`src/rtl/osc_clkdiv_mgr.sv`:
```
// Oscillator power-up/standby sequencer with NUM_CH programmable clock dividers.
// Each channel emits a registered divided clock and a last-cycle enable strobe.
module osc_clkdiv_mgr #(
   parameter int NUM_CH     = 2,
   parameter int DIV_W      = 8,
   parameter int SETTLE_CYC = 16,
   parameter int RESET_DIV  = 1
) (
   input  logic                    clk,
   input  logic                    rst_n,
   input  logic                    stby_req_i,
   output logic                    osc_dis_o,
   output logic                    osc_ready_o,
   input  logic [NUM_CH-1:0]       ch_en_i,
   input  logic [NUM_CH-1:0]       cfg_valid_i,
   output logic [NUM_CH-1:0]       cfg_ready_o,
   input  logic [NUM_CH*DIV_W-1:0] div_cfg_i,
   output logic [NUM_CH-1:0]       clk_en_o,
   output logic [NUM_CH-1:0]       div_clk_o
);

   typedef enum logic [1:0] {S_OFF, S_WARMUP, S_RUN, S_DRAIN} state_e;

   localparam int                SW          = (SETTLE_CYC > 1) ? $clog2(SETTLE_CYC) : 1;
   localparam logic [SW-1:0]     SETTLE_LAST = SW'(SETTLE_CYC - 1);
   localparam logic [DIV_W-1:0]  RST_D       = DIV_W'(RESET_DIV);

   state_e        state_q;
   logic [SW-1:0] settle_q;
   logic          osc_dis_q, osc_ready_q;

   logic [NUM_CH-1:0]            run_q, run_d;
   logic [NUM_CH-1:0][DIV_W-1:0] cnt_q, cnt_d;
   logic [NUM_CH-1:0][DIV_W-1:0] div_q, div_d;
   logic [NUM_CH-1:0][DIV_W-1:0] shd_q, shd_d;
   logic [NUM_CH-1:0]            full_q, full_d;
   logic [NUM_CH-1:0]            clk_en_q, clk_en_d;
   logic [NUM_CH-1:0]            div_clk_q, div_clk_d;
   logic [NUM_CH-1:0]            ch_act;
   logic                         all_idle;

   // High phase length is ceil((D+1)/2); one extra bit keeps D = 2**DIV_W-1 safe.
   function automatic logic [DIV_W:0] half_of(input logic [DIV_W-1:0] d);
      return ({1'b0, d} + (DIV_W+1)'(2)) >> 1;
   endfunction

   assign ch_act   = (state_q == S_RUN) ? ch_en_i : '0;
   assign all_idle = ~|run_q;

   // NOTE: async reset forces every state bit, including the shadow registers, so a
   // reset mid-operation cannot leave a half-applied ratio behind.
   always_ff @(posedge clk or negedge rst_n) begin
      if (!rst_n) begin
         state_q     <= S_OFF;
         settle_q    <= '0;
         osc_dis_q   <= 1'b1;
         osc_ready_q <= 1'b0;
      end else begin
         case (state_q)
            S_OFF: if (!stby_req_i) begin
               state_q   <= S_WARMUP;
               settle_q  <= '0;
               osc_dis_q <= 1'b0;
            end
            S_WARMUP: if (settle_q == SETTLE_LAST) begin
               if (stby_req_i) state_q <= S_DRAIN;
               else begin
                  state_q     <= S_RUN;
                  osc_ready_q <= 1'b1;
               end
            end else begin
               settle_q <= settle_q + SW'(1);
            end
            S_RUN: if (stby_req_i) begin
               state_q     <= S_DRAIN;
               osc_ready_q <= 1'b0;
            end
            S_DRAIN: if (all_idle) begin
               state_q   <= S_OFF;
               osc_dis_q <= 1'b1;
            end
            default: state_q <= S_OFF;
         endcase
      end
   end

   // NOTE: combinational next-state uses blocking assignments with defaults first,
   // so no path leaves a signal unassigned and no latch is inferred.
   always_comb begin
      run_d     = run_q;
      cnt_d     = cnt_q;
      div_d     = div_q;
      shd_d     = shd_q;
      full_d    = full_q;
      clk_en_d  = '0;
      div_clk_d = '0;
      for (int i = 0; i < NUM_CH; i++) begin
         if (run_q[i]) begin
            if (cnt_q[i] == div_q[i]) begin
               cnt_d[i] = '0;
               run_d[i] = ch_act[i];
               if (full_q[i]) begin
                  div_d[i]  = shd_q[i];
                  full_d[i] = 1'b0;
               end
            end else begin
               cnt_d[i] = cnt_q[i] + DIV_W'(1);
            end
         end else begin
            cnt_d[i] = '0;
            run_d[i] = ch_act[i];
            if (full_q[i]) begin
               div_d[i]  = shd_q[i];
               full_d[i] = 1'b0;
            end
         end
         // Only accepted while the shadow was empty, so it never collides with an apply.
         if (cfg_valid_i[i] && !full_q[i]) begin
            shd_d[i]  = div_cfg_i[i*DIV_W +: DIV_W];
            full_d[i] = 1'b1;
         end
         clk_en_d[i]  = run_d[i] && (cnt_d[i] == div_d[i]);
         div_clk_d[i] = run_d[i] && ({1'b0, cnt_d[i]} < half_of(div_d[i]));
      end
   end

   always_ff @(posedge clk or negedge rst_n) begin
      if (!rst_n) begin
         run_q     <= '0;
         cnt_q     <= '0;
         div_q     <= {NUM_CH{RST_D}};
         shd_q     <= {NUM_CH{RST_D}};
         full_q    <= '0;
         clk_en_q  <= '0;
         div_clk_q <= '0;
      end else begin
         run_q     <= run_d;
         cnt_q     <= cnt_d;
         div_q     <= div_d;
         shd_q     <= shd_d;
         full_q    <= full_d;
         clk_en_q  <= clk_en_d;
         div_clk_q <= div_clk_d;
      end
   end

   assign osc_dis_o   = osc_dis_q;
   assign osc_ready_o = osc_ready_q;
   assign cfg_ready_o = ~full_q;
   assign clk_en_o    = clk_en_q;
   assign div_clk_o   = div_clk_q;

endmodule

```
`config.mk`:
```
export PLATFORM = sky130hd
export DESIGN_NAME = osc_clkdiv_mgr
export DESIGN_NICKNAME = d
export VERILOG_FILES = /design/src/rtl/osc_clkdiv_mgr.sv
export SDC_FILE = /design/constraint.sdc
export NUM_CORES = 1
export LEC_CHECK = 0
export ABC_AREA = 1
export ABC_CLOCK_PERIOD_IN_PS = 3150
export BUFFER_PORTS_ARGS = -buffer_cell sky130_fd_sc_hd__buf_2
export CAP_MARGIN = 20
export CORE_AREA = 2 2 112 87
export DETAILED_ROUTE_END_ITERATION = 8
export DIE_AREA = 0 0 114 89
export PLACE_DENSITY = 0.7
export SYNTH_ARGS = -nofsm -noshare
export SYNTH_HDL_FRONTEND = slang
export SYNTH_SLANG_ARGS = --single-unit
```
`constraint.sdc`:
```
create_clock -name clk -period 3.15 [get_ports clk]
set_input_delay 0.1575 -clock clk [delete_from_list [all_inputs] [get_ports clk]]
set_output_delay 0.1575 -clock clk [all_outputs]
set_load 0.03 [all_outputs]
```
Word-level counts from Yosys, hierarchy flattened
Index checks and enable logic that the tools add are counted.
Word-level totals
  bits in latches: 0
  output and inout port bits: 8
  memories kept: 0
  register bits: 64
  memory bits (writable): 0
  input bits: 23
  bits in read-only memories: 0
Operators by class
  equality and inequality tests: 16
  divide/modulo/power cells: 0
  multiplexer cells: 37
  $add $sub $neg: 5
  order comparisons: 2
  multiply operators: 0
  shift-type cells: 0
  bitwise operators: 1
  reduce and logical (&&, ||, !) cells: 17
Operators with widths (number)
  $mux W8: 10
  $eq A8 B8 Y1: 4
  $add A8 B2 Y9 const B: 2
  $add A8 B1 Y8 const B: 2
  $lt A8 B8 Y1: 2
  $mux W1: 16
  $ne A2 B2 Y1 const B: 6
  $mux W2: 5
  $mux W4: 2
  $pmux W2 S4: 1
  $pmux W4 S2: 1
  $reduce_and A4 Y1: 2
  $logic_and A1 B1 Y1: 6
  $ne A3 B1 Y1 const B: 2
  $reduce_and A3 Y1: 2
  $reduce_bool A2 Y1: 3
  $add A4 B1 Y4 const B: 1
  $eq A2 B2 Y1 const B: 2
  $eq A4 B4 Y1 const B: 1
  $pmux W1 S2: 2
  $eq A2 B1 Y1 const B: 1
  $logic_not A1 Y1: 2
  $logic_not A2 Y1: 1
  $not A2 Y2: 1
  $reduce_or A2 Y1: 1

Logic depth before layout (Yosys ltp)
  word-level depth: 6
  mapped depth: 19
  depth with buffers taken out: 19

Least setup slack after synthesis
OpenSTA, ideal clock, no wires.
  kind: reg-to-reg
  start: register div_q[0] (netlist name)
  end: register div_clk_q[0], in the netlist div_clk_o[0]
  arrival: 2.277 ns
  slack: 0.749 ns
  data required time: 3.026 ns
  cell stages (with the launch flop): 18
  setup time: 0.124 ns
  buffers on the path: 1
  cells stage by stage: dfstp_2 > nand2_1 > nand2_1 > nand2_1 > nor2_2 > nand2_4 > nand2_8 > nand2_8 > buf_6 > nand2_1 > nand2_1 > ha_1 > nand4_1 > nand2_1 > ha_1 > nand2_1 > o211ai_1 > a21oi_1
RTL lines
  start, declared: line 34  | logic [NUM_CH-1:0][DIV_W-1:0] div_q, div_d;
  start signal, assigned: line 131  | div_q <= {NUM_CH{RST_D}};
  start signal, assigned: line 139  | div_q <= div_d;
  end signal, assigned: line 143  | div_clk_q <= div_clk_d;
  end, declared: line 38  | logic [NUM_CH-1:0] div_clk_q, div_clk_d;

==> flow_summary.yaml <==
clock_network:
  cts_made_buffers: 9
  cts_root_buffer: "clkbuf_16"
  h-tree-depth: 3
  post_cts_buffers: 0
  path_clk_slew_ps: 60
  cts_sinks: 64
  ctsHoldBuffers: 1
  insertion_delay_ps: 330
  cts_buffer_depth: 2
  cts_tree: "yes"
  post_cts_resized: 0
floorplanning:
  std_cell_rows: 30
  die_height_um: 89
  die_area_um2: 10100
  pin_count: 31
  die_w_um: 114
  core_um2: 8930
  start_util: 0.446
timing:
  worst-slew-pin-transition_ps: 590
  fin_skew_ps: 5.54
  timing.fmax_mhz: 365
  slew_headroom: 0.607
  fin_tns_setup_ps: 0
  slew_violations: 0
  rsz0062_at_grt: "no"
  setup-violations-final: 0
  period_needed_ps: 2740
  fin_crit_sh: 0.871
  final_hold_viol_count: 0
detailed_routing:
  drt_wl_total_um: 8830
  postRouteAntennaNets: 0
  drt_iter0_drc: 233
  routed_via_density: 4.98
  wl_per_cell_um: 13.3
  dr.pass1.iters: 5
  vias: 3308
  drc_errors: 0
synthesis:
  ys_warn_count: 0
  synth.area.top_cells: "dfrtp_1, nand2_1, ha_1"
  synthCells: 511
  syn_avg_cell_area_um2: 7.79
  synth_seq_cells: 64
  synth_top_cell_by_area: "dfrtp_1"
  synth_area_um2: 3980
  synth_top_area_frac: 0.371
  ys_types: 33
  syn-num-nets: 557
  yosysSeqAreaShare: 0.404
placed_design:
  placed_cells: 647
  dpl.hpwl_um: 6740
  gp_congestion: 0.896
  portBuffers: 30
power_and_ir_drop:
  p_per_area_nw_per_um2: 1190
  seq_power_share: 0.290
  pwr-share-clk: 0.174
  comb_power_share: 0.535
  power.switching_uw: 2550
  finalPower_uw: 5410
  worst_ir_drop_vdd_v: 0.000556
  switching_share: 0.471
  p_int_uw: 2860
  leakagePower_uw: 0.00241
layout:
  drive_gt1_frac: 0.168
  antenna_cells: 0
  nFillCells: 863
  area_delta_synth_final_pct: 13.9
  final_cell_mix: "nand2_1, inv_1, dfrtp_1, nand3_1, nor2_1"
  final_common_cell: "nand2_1"
  final_cells: 664
  finalNetCount: 593
grt:
  grt-ovfl-total: 0
  antenna_found_initial: 0
  grt_pass1_wl_um: 15000
  grt_pass1_vias: 3149
  grt_max_degree: 48
  grt_usage: 0.191
setup_path:
  cp_max_fo: 14
  setup.worst_path.start: "div_q[8]$_DFF_PN1_"
  r2r_end: "div_clk_o[1]$_DFF_PN0_"
  start_kind: "flip-flop"
  end_kind: "flip-flop"
  critPathKind: "reg -> reg"
  crit_end: "div_clk_o[1]$_DFF_PN0_"
  rr_worst_depth: 16
  critPathRequiredTime_ps: 3410
  r2r_start: "div_q[8]$_DFF_PN1_"
  reg2reg_slack_ps: 410
  cp.arrival_ps: 3000
hold_path:
  hold_path.class: "in -> reg"
run:
  drv_cap: 0
status:
  outcome: "finished, final reports clean"
-- critical path, stage by stage (launching register included) --
cell,delay (ps)
dfstp_2,560
xnor2_1,140
nand2_1,90
nor2_2,150
nand2_4,100
nand2_4,180
nand3_1,150
nand2_1,170
nand2_1,80
nor2_2,170
nand3_1,110
nand2_1,70
nand2_1,50
ha_1,280
a21oi_1,130
o211ai_1,90
a21oi_1,120
-- per-layer routing --
metal / track usage / vias to the layer above / wire (um)
met2: 0.279 / 85 / 3690
met3: 0.0393 / 9 / 587
met1: 0.279 / 1500 / 4420
met5: 0 / - / 0
li1: - / 1714 / -
met4: 0.0710 / 0 / 131
-- state kept, by name, indices dropped and copies added, names as in the netlist --
signal,count
shd_q,16
run_q,2
osc_ready_o,1
div_clk_o,2
div_q,16
clk_en_o,2
cnt_q,16
state_q,2
full_q,2
osc_dis_o,1
settle_q,4
-- power by group through the flow --
stage,registers (uW),logic (uW),clock network [uW]
4_1_cts,1570,2890,964
5_1_grt,1620,3320,994
3_3_place_gp,1560,2780,0
6_report,1570,2890,943
3_5_place_dp,1580,2850,0
2_1_floorplan,1490,2260,0
-- per-stage QoR --
step | cell area [um2] | hold WS (ps) | worst slack [ps] | util
4_1_cts | 4530 | 45.8 | 426 | 0.507
2_1_floorplan | 3980 | -138 | 749 | -
6_report | 4530 | 53.7 | 407 | 0.507
3_5_place_dp | 4240 | 117 | 448 | 0.474
3_3_place_gp | 4240 | 114 | 538 | 0.474
5_1_grt | 4530 | 52.7 | 144 | 0.507
-- Yosys cell counts --
| master | number |
|---|---|
| o21ai_0 | 17 |
| o21bai_1 | 1 |
| buf_4 | 1 |
| o21ai_1 | 4 |
| o21a_1 | 2 |
| nand2_4 | 5 |
| dfstp_2 | 5 |
| nor2_1 | 34 |
| a22o_1 | 1 |
| xor2_1 | 10 |
| dfrtp_1 | 59 |
| nor2_2 | 9 |
| mux2i_1 | 1 |
| xnor2_1 | 10 |
| clkbuf_1 | 3 |
| nand2_1 | 156 |
| nand3b_1 | 1 |
| buf_2 | 2 |
| nand2_2 | 3 |
| ha_1 | 23 |
| nand2_8 | 2 |
| inv_2 | 7 |
| inv_1 | 65 |
| a21oi_1 | 20 |
| o21ai_2 | 4 |
| nand4_1 | 12 |
| nor3_1 | 2 |
| nand3_1 | 35 |
| o211ai_1 | 2 |
| o2111ai_1 | 1 |
| mux2_2 | 12 |
| o22ai_1 | 1 |
| buf_6 | 1 |
-- area by class of cell --
cell class / count / area (um2) / area share
Clock buffer: 12 / 256 / 0.0566
Clock inverter: 4 / 28.8 / 0.00635
Inverter: 72 / 270 / 0.0596
Multi-Input combinational cell: 368 / 2060 / 0.455
Sequential cell: 64 / 1610 / 0.355
Tap cell: 112 / 140 / 0.0309
Timing Repair Buffer: 32 / 168 / 0.0370
-- cell families (layout without fill, tap and decap cells) --
logic type | after synthesis | after routing | share of synthesized area
AO/OA/AOI/OAI | 53 | 53 | 0.0758
AND/OR/NAND/NOR | 259 | 259 | 0.290
adder cells (fa/ha/maj) | 23 | 23 | 0.0723
multiplexers | 13 | 13 | 0.0365
XOR/XNOR | 20 | 20 | 0.0440
flip-flops | 64 | 64 | 0.404
buffers and inverters | 79 | 120 | 0.0780
-- worst min-delay path by stage --
stage	start	to	slack (ps)	cells past startpoint
6_report	div_cfg_i[10]	shd_q[10]$_DFFE_PN0P_	50	2
4_1_cts	div_cfg_i[9]	shd_q[9]$_DFFE_PN0P_	50	2
3_5_place_dp	rst_n	shd_q[1]$_DFFE_PN0P_	120	1
2_1_floorplan	rst_n	clk_en_o[0]$_DFF_PN0_	-140	0
5_1_grt	div_cfg_i[4]	shd_q[4]$_DFFE_PN0P_	50	2
3_3_place_gp	rst_n	shd_q[1]$_DFFE_PN0P_	110	1
No activity file was read; power rests on OpenSTA's default activity.
